### src/rtl/hazard_ctrl_pkg.sv
// rtl/hazard_ctrl_pkg.sv - shared defines for the pipeline hazard controller
//
// Purpose: FSM state encodings and default widths shared by hazard_ctrl
// and anything that decodes its StateOut.
package hazard_ctrl_pkg;

  localparam int CNT_W_DEF  = 32;
  localparam int REG_AW_DEF = 5;

  typedef enum logic [1:0] {
    ST_RUN     = 2'd0,
    ST_LDUSE   = 2'd1,
    ST_MEMWAIT = 2'd2,
    ST_MDWAIT  = 2'd3
  } hz_state_e;

endpackage

### src/rtl/hazard_ctrl.sv
// rtl/hazard_ctrl.sv - pipeline stall/flush/bubble controller
//
// Purpose: resolves data-memory waits, multi-cycle unit waits, taken
// branches and EX->ID data dependencies into per-stage stall, flush and
// bubble controls, and counts stalled cycles.
//
// Ports:
//   clk, rst_n                     clock, async active-low reset
//   Rs{1,2}AddrIdIn/ReadEnableIdIn  sources of the instruction in ID
//   RdAddrExIn/RdWriteEnableExIn    destination of the instruction in EX
//   MemReadExIn                     EX instruction is a load
//   MulDivBusyExIn/MulDivDoneIn     multi-cycle unit status in EX
//   MemReqMemIn/MemReadyMemIn       data-memory access status in MEM
//   BranchTakenExIn                 redirect resolved in EX
//   Stall{If,Id,Ex,Mem}Out          hold PC / pipeline registers
//   FlushIdOut, Bubble{Ex,Mem,Wb}Out insert NOPs
//   StateOut, StallCntOut           FSM state, saturating stall counter
module hazard_ctrl
  import hazard_ctrl_pkg::*;
#(
  parameter int CNT_W  = CNT_W_DEF,
  parameter int REG_AW = REG_AW_DEF
) (
  input  logic              clk,
  input  logic              rst_n,
  input  logic [REG_AW-1:0] Rs1AddrIdIn,
  input  logic [REG_AW-1:0] Rs2AddrIdIn,
  input  logic              Rs1ReadEnableIdIn,
  input  logic              Rs2ReadEnableIdIn,
  input  logic [REG_AW-1:0] RdAddrExIn,
  input  logic              RdWriteEnableExIn,
  input  logic              MemReadExIn,
  input  logic              MulDivBusyExIn,
  input  logic              MulDivDoneIn,
  input  logic              MemReqMemIn,
  input  logic              MemReadyMemIn,
  input  logic              BranchTakenExIn,
  output logic              StallIfOut,
  output logic              StallIdOut,
  output logic              StallExOut,
  output logic              StallMemOut,
  output logic              FlushIdOut,
  output logic              BubbleExOut,
  output logic              BubbleMemOut,
  output logic              BubbleWbOut,
  output logic [1:0]        StateOut,
  output logic [CNT_W-1:0]  StallCntOut
);

  hz_state_e          state_q, state_d;
  // Set while in MEMWAIT when the wait interrupted a pending load-use bubble.
  logic               ldu_ret_q, ldu_ret_d;
  logic [CNT_W-1:0]   stall_cnt_q, stall_cnt_d;

  logic dep;
  logic mem_wait;
  logic md_wait;

  // Only EX/MEM and MEM/WB are forwarded, so an EX producer always stalls.
  // x0 is hard-wired zero and never creates a dependency.
  assign dep = RdWriteEnableExIn && (RdAddrExIn != '0) &&
               ((Rs1ReadEnableIdIn && (Rs1AddrIdIn == RdAddrExIn)) ||
                (Rs2ReadEnableIdIn && (Rs2AddrIdIn == RdAddrExIn)));

  assign mem_wait = MemReqMemIn && !MemReadyMemIn;
  assign md_wait  = MulDivBusyExIn && !MulDivDoneIn;

  always_comb begin
    StallIfOut   = 1'b0;
    StallIdOut   = 1'b0;
    StallExOut   = 1'b0;
    StallMemOut  = 1'b0;
    FlushIdOut   = 1'b0;
    BubbleExOut  = 1'b0;
    BubbleMemOut = 1'b0;
    BubbleWbOut  = 1'b0;
    state_d      = ST_RUN;
    ldu_ret_d    = 1'b0;

    if (mem_wait) begin
      StallIfOut  = 1'b1;
      StallIdOut  = 1'b1;
      StallExOut  = 1'b1;
      StallMemOut = 1'b1;
      BubbleWbOut = 1'b1;
      state_d     = ST_MEMWAIT;
      ldu_ret_d   = (state_q == ST_LDUSE) || ((state_q == ST_MEMWAIT) && ldu_ret_q);
    end else if (md_wait) begin
      StallIfOut   = 1'b1;
      StallIdOut   = 1'b1;
      StallExOut   = 1'b1;
      BubbleMemOut = 1'b1;
      state_d      = ST_MDWAIT;
    end else if (BranchTakenExIn) begin
      // Redirect kills the wrong-path ID instruction, so a pending
      // load-use bubble is no longer needed.
      FlushIdOut  = 1'b1;
      BubbleExOut = 1'b1;
      state_d     = ST_RUN;
    end else begin
      case (state_q)
        ST_LDUSE: begin
          StallIfOut  = 1'b1;
          StallIdOut  = 1'b1;
          BubbleExOut = 1'b1;
          state_d     = ST_RUN;
        end
        ST_MEMWAIT: begin
          if (ldu_ret_q) begin
            // Resume the interrupted load-use: its second bubble comes next.
            state_d = ST_LDUSE;
          end else if (dep) begin
            StallIfOut  = 1'b1;
            StallIdOut  = 1'b1;
            BubbleExOut = 1'b1;
            state_d     = MemReadExIn ? ST_LDUSE : ST_RUN;
          end
        end
        default: begin
          if (dep) begin
            StallIfOut  = 1'b1;
            StallIdOut  = 1'b1;
            BubbleExOut = 1'b1;
            state_d     = MemReadExIn ? ST_LDUSE : ST_RUN;
          end
        end
      endcase
    end
  end

  always_comb begin
    stall_cnt_d = stall_cnt_q;
    if (StallIfOut && (stall_cnt_q != '1)) begin
      stall_cnt_d = stall_cnt_q + CNT_W'(1);
    end
  end

  always_ff @(posedge clk or negedge rst_n) begin
    if (!rst_n) begin
      state_q     <= ST_RUN;
      ldu_ret_q   <= 1'b0;
      stall_cnt_q <= '0;
    end else begin
      state_q     <= state_d;
      ldu_ret_q   <= ldu_ret_d;
      stall_cnt_q <= stall_cnt_d;
    end
  end

  assign StateOut    = state_q;
  assign StallCntOut = stall_cnt_q;

endmodule

### config.mk
export PLATFORM = sky130hd
export DESIGN_NAME = hazard_ctrl
export DESIGN_NICKNAME = d
export VERILOG_FILES = /design/src/rtl/hazard_ctrl_pkg.sv /design/src/rtl/hazard_ctrl.sv
export SDC_FILE = /design/constraint.sdc
export NUM_CORES = 1
export LEC_CHECK = 0
export BUFFER_PORTS_ARGS = -buffer_cell sky130_fd_sc_hd__buf_2
export CORE_ASPECT_RATIO = 1.4
export CORE_MARGIN = 2
export CORE_UTILIZATION = 50
export DETAILED_ROUTE_END_ITERATION = 16
export GPL_TIMING_DRIVEN = 1
export PLACE_DENSITY = 0.84
export SYNTH_ARGS = -nofsm -noshare
export SYNTH_HDL_FRONTEND = slang
export SYNTH_SLANG_ARGS = --single-unit
### constraint.sdc
create_clock -name clk -period 2.2 [get_ports clk]
set_input_delay 0.22 -clock clk [delete_from_list [all_inputs] [get_ports clk]]
set_output_delay 0.22 -clock clk [all_outputs]
set_load 0.05 [all_outputs]
* Word-level counts from Yosys, hierarchy flattened
Cells that the tools add are included.
** Word-level totals
- Register bits after elaboration :: 35
- Bits in latches :: 0
- Memory bits (writable) :: 0
- ROM bits :: 0
- Bits of input ports :: 26
- Memories kept :: 0
** Operators by class
- Add/subtract/negate cells :: 1
- Multiply operators :: 0
- Divide/modulo/power cells :: 0
- Order comparisons :: 0
- Equal/unequal tests :: 5
- Shift-type cells :: 0
- Multiplexer cells :: 24
- Bitwise logic cells :: 0
- Reduce and logical (&&, ||, !) cells :: 13
** Operators with widths (number)
- 32-bit by 1-bit adder with 32-bit output (second input constant) :: 1
- 32-bit != test (second input constant) :: 1
- 1-bit two-way mux :: 20
- 5-bit equality test :: 2
- 1-bit logical AND :: 8
- 5-bit nonzero test :: 1
- 2-bit two-way mux :: 2
- 1-bit case mux with 2 select lines :: 2
- 2-bit by 1-bit equality test with 1-bit output (second input constant) :: 1
- 2-bit equality test (second input constant) :: 1
- 1-bit zero test :: 2
- 1-bit logical OR :: 2

* Longest topological paths before layout
Gate-level depths: netlist (run 1).
- Depth in word-level cells :: 11
- Mapped depth :: 10

* Worst setup path after synthesis (run 1)
No wires, ideal clock.
- Path type :: register to register
- Start :: reg state_q[0] (netlist: StateOut[0])
- End :: reg stall_cnt_q[1] (netlist: StallCntOut[1])
- Arrival :: 2.275 ns
- Required time :: 2.075 ns
- Slack :: -0.200 ns
- Cell stages (with the launch flop) :: 10
- Path buffers :: 0
- Cell sequence :: dfrtp_1 -> inv_1 -> ha_1 -> inv_1 -> nand2_1 -> o21ai_0 -> a31oi_4 -> inv_1 -> o21ai_2 -> mux2_2
** Between the ends
- Longest elaborated chain between the ends :: 6
- Elaborated cells on any way between the ends :: 7
** Ends and longest elaborated chain
- start: declaration :: line hazard_ctrl.sv:50 : hz_state_e state_q, state_d;
- start signal: assignment :: line hazard_ctrl.sv:144 : state_q <= state_d;
- 2-bit equality test or 2-bit by 1-bit equality test with 1-bit output (tied branches)
- 1-bit case mux with 2 select lines *
- 1-bit two-way mux * (3 in series)
- named net StallIdOut :: line hazard_ctrl.sv:39 : output logic StallIdOut,
- 1-bit logical AND * :: line hazard_ctrl.sv:133 : if (StallIfOut && (stall_cnt_q != '1)) begin
- end signal: assignment :: line hazard_ctrl.sv:146 : stall_cnt_q <= stall_cnt_d;
- end: declaration :: line hazard_ctrl.sv:53 : logic [CNT_W-1:0] stall_cnt_q, stall_cnt_d;
The timed path passes the listed nets; every way through them passes the cells marked *.
A chain may end at the register's enable or synchronous reset.

* Final worst setup path (run 1)
- Start :: reg state_q[0] (netlist: StateOut[0])
- End :: reg stall_cnt_q[23] (netlist: StallCntOut[23])
** Between the ends
- Longest elaborated chain between the ends :: 6
- Elaborated cells on any way between the ends :: 7
** Ends and longest elaborated chain
- 2-bit equality test or 2-bit by 1-bit equality test with 1-bit output (tied branches) :: line hazard_ctrl.sv:101 : case (state_q)
- 1-bit case mux with 2 select lines * :: line hazard_ctrl.sv:101
- 1-bit two-way mux * :: line hazard_ctrl.sv:94 : end else if (BranchTakenExIn) begin
- 1-bit two-way mux * :: line hazard_ctrl.sv:88 : end else if (md_wait) begin
- 1-bit two-way mux * :: line hazard_ctrl.sv:80 : if (mem_wait) begin
- 1-bit logical AND * :: line hazard_ctrl.sv:133
Every way passes the cells marked *; elsewhere a longest branch is shown, timed or not.

==> results.sh, run 1 <==
export IMPL_status="complete, but fails checks"
export IMPL_violations="negative hold slack"
export IMPL_row_count=27
export IMPL_leakage_nw=1.13
export IMPL_drt_iter0_markers=57
export IMPL_synth_commonest_cells="dfrtp_1 (35), xor2_1 (28), nand3_1 (16)"
export IMPL_clock_skew_ns=0.00532
export IMPL_cp_start_kind="flop"
export IMPL_cts_tree="built"
export IMPL_worstPathMaxFanout=8
export IMPL_worst_r2r_cell_count=9
export IMPL_clock_latency_ns=0.29
export IMPL_grt_antenna_before_repair=0
export IMPL_setup_viol=0
export IMPL_maxSlewHeadroom=0.493
export IMPL_cp_arrival_ns=2.26
export IMPL_grt_pass1_vias=1701
export IMPL_floorplan_initialDensity=0.518
export IMPL_pre_cts_ws_ns=0.0672
export IMPL_setup_ws_ns=0.117
export IMPL_internal_power_mw=1.32
export IMPL_syn_nets=231
export IMPL_grt_pass1_wl_um=7350
export IMPL_yosys_warnings=0
export IMPL_cp_end_kind="flop"
export IMPL_area_delta_synth_final_pct=28.7
export IMPL_yosysMostFrequentCell="dfrtp_1"
export IMPL_port_buffers=67
export IMPL_wl_per_cell_um=14.2
export IMPL_fin_crit_sh=0.947
export IMPL_cts_buffers=5
export IMPL_p_total_mw=2.47
export IMPL_layout_nets=312
export IMPL_synth_area_per_cell_um2=10.0
export IMPL_fin_crit_ns=2.08
export IMPL_combPwrFrac=0.457
export IMPL_clkPwrFrac=0.183
export IMPL_synth_edff_count=0
export IMPL_yosys_most_used_dff="dfrtp_1"
export IMPL_postLayoutCellArea_um2=2610
export IMPL_gp_congestion=0.807
export IMPL_dieArea_um2=4590
export IMPL_setup_tns_final_ns=0
export IMPL_ys_seq_elements=35
export IMPL_critical_path_class="flop to flop"
export IMPL_synth_top_area_frac=0.432
export IMPL_sw_frac_of_total=0.463
export IMPL_power_switching_mw=1.14
export IMPL_core_area_um2=3920
export IMPL_place_area_um2=2450
export IMPL_tightest_slew_ns=0.761
export IMPL_htreeDepth=2
export IMPL_antenna_cells=0
export IMPL_synth_distinct_cells=36
export IMPL_clock_fmax_mhz=480
export IMPL_async_reset_ff_frac=1.00
export IMPL_cts_root_buf="clkbuf_8"
export IMPL_io_pins=68
export IMPL_vias_per_cell=5.61
export IMPL_slew_violations=0
export IMPL_grtUsageTotal=0.204
export IMPL_cap_violations=0
export IMPL_p_seq_frac=0.360
export IMPL_grt_overflow_total=0
export IMPL_ys_top_cells_by_area="dfrtp_1 (43%), xor2_1 (12%), xnor2_1 (5.6%), nand3_1 (3.9%), nor4_1 (3.7%)"
export IMPL_yosysSeqAreaShare=0.432
export IMPL_chipWidth_um=57.8
export IMPL_yosys_area_top_type="dfrtp_1"
export IMPL_clock_sinks=35
export IMPL_power_density_nw_per_um2=944
export IMPL_dr_pass1_iters=4
export IMPL_vias=1833
export IMPL_netlist_area_um2=2030
export IMPL_whs_ns=-0.00237
export IMPL_hold_viol=6
export IMPL_totalWireLength_um=4640
export IMPL_grt_max_degree=36
export IMPL_hp_class="input port to asynchronous set/reset pin"
export IMPL_syn_inst=202
export IMPL_worst_endpoint_required_ns=2.38
export IMPL_drive_above_1_share=0.377
export IMPL_remaining_drc_errors=0
export IMPL_drtAntennaViolNets=0
export IMPL_hpwl_um=3370
export IMPL_vdd_drop_max_mv=0.783
export IMPL_die_h_um=79.4
export IMPL_hold_buffers=0
export IMPL_cts_max_path_buffers=2
export IMPL_clk_pin_slew_worst_paths_ns=0.07
-- timing repair --
item                       4_1_cts  5_1_grt
hold endpoints to repair         0        0
buffers inserted                 0        6
resized for setup                0        1
setup endpoints to repair        0        2
-- worst max-delay path, cell delays in order, from the launching register on --
cell     delay, ns
dfrtp_2       0.42
inv_2         0.07
ha_4          0.20
inv_1         0.09
nand2_1       0.07
o21ai_2       0.19
a31oi_4       0.07
buf_12        0.17
or4_1         0.54
xnor2_1       0.15
-- final cells by class --
cell class / instances / area [um2]
fill: 333 / 1310
multi-input combinational: 151 / 1070
sequential: 35 / 880
timing repair buffer: 82 / 488
clock buffer: 6 / 72.6
tap: 43 / 53.8
inverter: 8 / 33.8
clock inverter: 2 / 12.5
-- cells in the final DEF, fill, tap and decap left out, types with 2 or more instances in the layout --
master      instances
clkbuf_8            5
nor2_1              5
buf_2              68
nand2_1            13
nand2b_1            2
buf_4              11
and2_1              2
or4_1               2
clkinvlp_4          2
nor4b_1             2
dfrtp_2             3
o21ai_2             2
buf_12              2
nor3b_1             2
inv_1               6
nor4_1             12
nor3_2              2
or3_1               2
nand4_1             8
and3_1              7
dfrtp_1            32
o21ai_0             2
nor3_1             14
xnor2_1            13
nand3_1            16
xor2_1             28
ha_1                2
a21oi_1             2
-- path summary, 6_finish.rpt --
path                                 start               to  slack [ns]
min                                  rst_n  StallCntOut[20]      -0.002
min in group clk           BranchTakenExIn      StateOut[0]        0.21
max in group asynchronous            rst_n   StallCntOut[0]        1.67
max reg2reg                    StateOut[0]  StallCntOut[23]        0.12
max                            StateOut[0]  StallCntOut[23]        0.12
min reg2reg                StallCntOut[31]  StallCntOut[31]        0.48
-- layer usage --
metal	vias to the layer above	GRT usage	routed length, um
li1	878	-	-
met1	872	0.226	1790
met2	74	0.365	2410
met3	9	0.0521	328
met4	0	0.0791	110
met5	-	0	0
-- registers in the layout, summed over array words and instances (netlist names) --
name,flops
StallCntOut,32
StateOut,2
ldu_ret_q,1
-- cell families (layout without fill, tap and decap cells) --
kind of cell / count (synthesis) / after routing / synth area share
AOI/OAI and AO/OA: 12 / 12 / 0.0481
xor gates and xnor gates: 41 / 41 / 0.177
adders and majority gates: 3 / 3 / 0.0185
buffers and inverters: 16 / 98 / 0.0506
DFF: 35 / 35 / 0.432
muxes: 1 / 1 / 0.00555
and+or+nand+nor: 94 / 94 / 0.268
-- power by group through the flow --
stage / combinational, mW / clock [mW] / sequential [mW]
detailed placement: 1.10 / 0 / 0.901
CTS: 1.10 / 0.461 / 0.890
finish: 1.13 / 0.452 / 0.888
global route: 1.20 / 0.489 / 0.907
floorplan: 0.375 / 0 / 1.31
global placement: 1.09 / 0 / 0.894
-- metrics by stage --
stage	utilization	instances
detailed placement	0.626	312
floorplan	-	202
finish	0.666	327
CTS	0.648	320
global route	0.666	327
global placement	0.626	312
(Power assumes the default switching activity.)
==> inputs of run 2 (changes only) <==
- CTS_BUF_LIST: unset -> sky130_fd_sc_hd__clkbuf_8 sky130_fd_sc_hd__clkbuf_16
==> results.sh, run 2 (synthesis gave the netlist of run 1 again) <==
export IMPL_hpwl_um=3370
export IMPL_grtUsageTotal=0.204
export IMPL_maxSlewHeadroom=0.493
export IMPL_clk_pin_slew_worst_paths_ns=0.07
export IMPL_r2r_start="StateOut[0]"
export IMPL_layout_nets=312
export IMPL_path_delay_family="simple AND/OR/NAND/NOR gates"
export IMPL_wl_per_cell_um=14.1
export IMPL_antenna_cells=0
export IMPL_cts_tree="built"
export IMPL_hp_class="input port to asynchronous set/reset pin"
export IMPL_io_pins=68
export IMPL_worstPathMaxFanout=8
export IMPL_grt_overflow_total=0
export IMPL_reg2reg_slack_ns=0.12
export IMPL_power_density_nw_per_um2=942
export IMPL_remaining_drc_errors=0
export IMPL_sw_frac_of_total=0.463
export IMPL_core_area_um2=3920
export IMPL_drive_above_1_share=0.377
export IMPL_tightest_slew_ns=0.761
export IMPL_cts_root_buf="clkbuf_8"
export IMPL_die_h_um=79.4
export IMPL_dr_pass1_iters=4
export IMPL_leakage_nw=1.13
export IMPL_setup_tns_final_ns=0
export IMPL_final_cell_count_no_fill=327
export IMPL_violations="negative hold slack"
export IMPL_postLayoutCoreUtil=0.666
export IMPL_p_total_mw=2.46
export IMPL_crit_buf_inv=3
export IMPL_setup_ws_ns=0.117
export IMPL_crit_start="StateOut[0]"
export IMPL_r2r_end="StallCntOut[23]"
export IMPL_slew_violations=0
export IMPL_final_cell_mix="buf_2 (68), dfrtp_1 (32), xor2_1 (28)"
export IMPL_combPwrFrac=0.457
export IMPL_chipWidth_um=57.8
export IMPL_cts_max_path_buffers=2
export IMPL_totalWireLength_um=4630
export IMPL_cpMaxStageDelayCell="or4_1"
export IMPL_row_count=27
export IMPL_worst_endpoint_required_ns=2.38
export IMPL_p_seq_frac=0.361
export IMPL_crit_path_max_incr_delay_ns=0.54
export IMPL_clock_latency_ns=0.29
export IMPL_whs_ns=-0.00264
export IMPL_drtAntennaViolNets=0
export IMPL_port_buffers=67
export IMPL_internal_power_mw=1.32
export IMPL_dieArea_um2=4590
export IMPL_largest_reg_flops=32
export IMPL_worst_path_stages=9
export IMPL_fin_crit_ns=2.08
export IMPL_placed_cells=312
export IMPL_cap_violations=0
export IMPL_grt_pass1_wl_um=7350
export IMPL_grt_max_degree=36
export IMPL_floorplan_initialDensity=0.518
export IMPL_worst_r2r_cell_count=9
export IMPL_vias=1834
export IMPL_pre_cts_ws_ns=0.0672
export IMPL_status="complete, but fails checks"
export IMPL_setup_viol=0
export IMPL_area_delta_synth_final_pct=28.7
export IMPL_cp_start_kind="flop"
export IMPL_htreeDepth=2
export IMPL_vdd_drop_max_mv=0.783
export IMPL_grt_pass1_vias=1701
export IMPL_fin_crit_sh=0.947
export IMPL_cp_arrival_ns=2.26
export IMPL_cts_buffers=5
export IMPL_grt_antenna_before_repair=0
export IMPL_mostFrequentLayoutCell="buf_2"
export IMPL_cp_cell_sequence="inv_2 -> ha_4 -> inv_1 -> nand2_1 -> o21ai_2 -> a31oi_4 -> buf_12 -> or4_1 -> xnor2_1"
export IMPL_power_switching_mw=1.14
export IMPL_vias_per_cell=5.61
export IMPL_drt_iter0_markers=57
export IMPL_clock_fmax_mhz=480
export IMPL_clock_sinks=35
export IMPL_clock_skew_ns=0.00476
export IMPL_crit_end="StallCntOut[23]"
export IMPL_gp_congestion=0.807
export IMPL_cp_end_kind="flop"
export IMPL_critical_path_class="flop to flop"
export IMPL_hold_viol=6
export IMPL_clkPwrFrac=0.182
-- run 2: what timing repair did --
| item | 4_1_cts | 5_1_grt |
|---|---|---|
| buffers inserted | 0 | 6 |
| resized for setup | 0 | 1 |
| hold buffers | 0 | 0 |
| setup endpoints to repair | 0 | 2 |
-- run 2: through the flow --
step                      hold WS (ns)  area, um2
after floorplan                -0.0756       2050
after global placement           0.326       2450
after detailed placement         0.331       2450
after CTS                       0.0210       2540
after global routing            0.0514       2610
final                         -0.00264       2610
-- run 2: worst reg2reg max path, delay by kind of cell, from the launching register on --
kind                     cells  cell delay (ns)
AO/OA/AOI/OAI                2             0.26
AND/OR/NAND/NOR              2             0.61
adder cells (fa/ha/maj)      1             0.20
XOR/XNOR                     1             0.15
flip-flops                   1             0.42
buffers and inverters        3             0.33
-- run 2: final cells by class --
class                   instances  area (um2)
flip-flops and latches         35         880
clock buffers                   5        68.8
inverters                       8        33.8
well taps                      43        53.8
clock inverters                 3        16.3
multi-input cells             151        1070
fillers                       333        1310
repair buffers                 82         488
-- run 2: power by group through the flow --
stage | Combinational [mW] | Sequential, mW | Clock, mW
final | 1.12 | 0.888 | 0.447
after detailed placement | 1.10 | 0.901 | 0
after floorplan | 0.375 | 1.31 | 0
after global routing | 1.20 | 0.907 | 0.485
after CTS | 1.10 | 0.890 | 0.457
after global placement | 1.09 | 0.894 | 0
-- run 2: metal layers --
| metal | track usage | routed length [um] |
|---|---|---|
| met3 | 0.0521 | 344 |
| met5 | 0 | 0 |
| met1 | 0.226 | 1760 |
| met2 | 0.365 | 2400 |
| met4 | 0.0791 | 121 |
-- run 2: worst min path at each step --
stage | cells after the start | startpoint | end
floorplan | 0 | rst_n | StallCntOut[0]
global placement | 1 | rst_n | StallCntOut[19]
detailed placement | 1 | rst_n | StallCntOut[18]
CTS | 1 | rst_n | StallCntOut[18]
global route | 1 | rst_n | ldu_ret_q
finish | 1 | rst_n | StallCntOut[20]
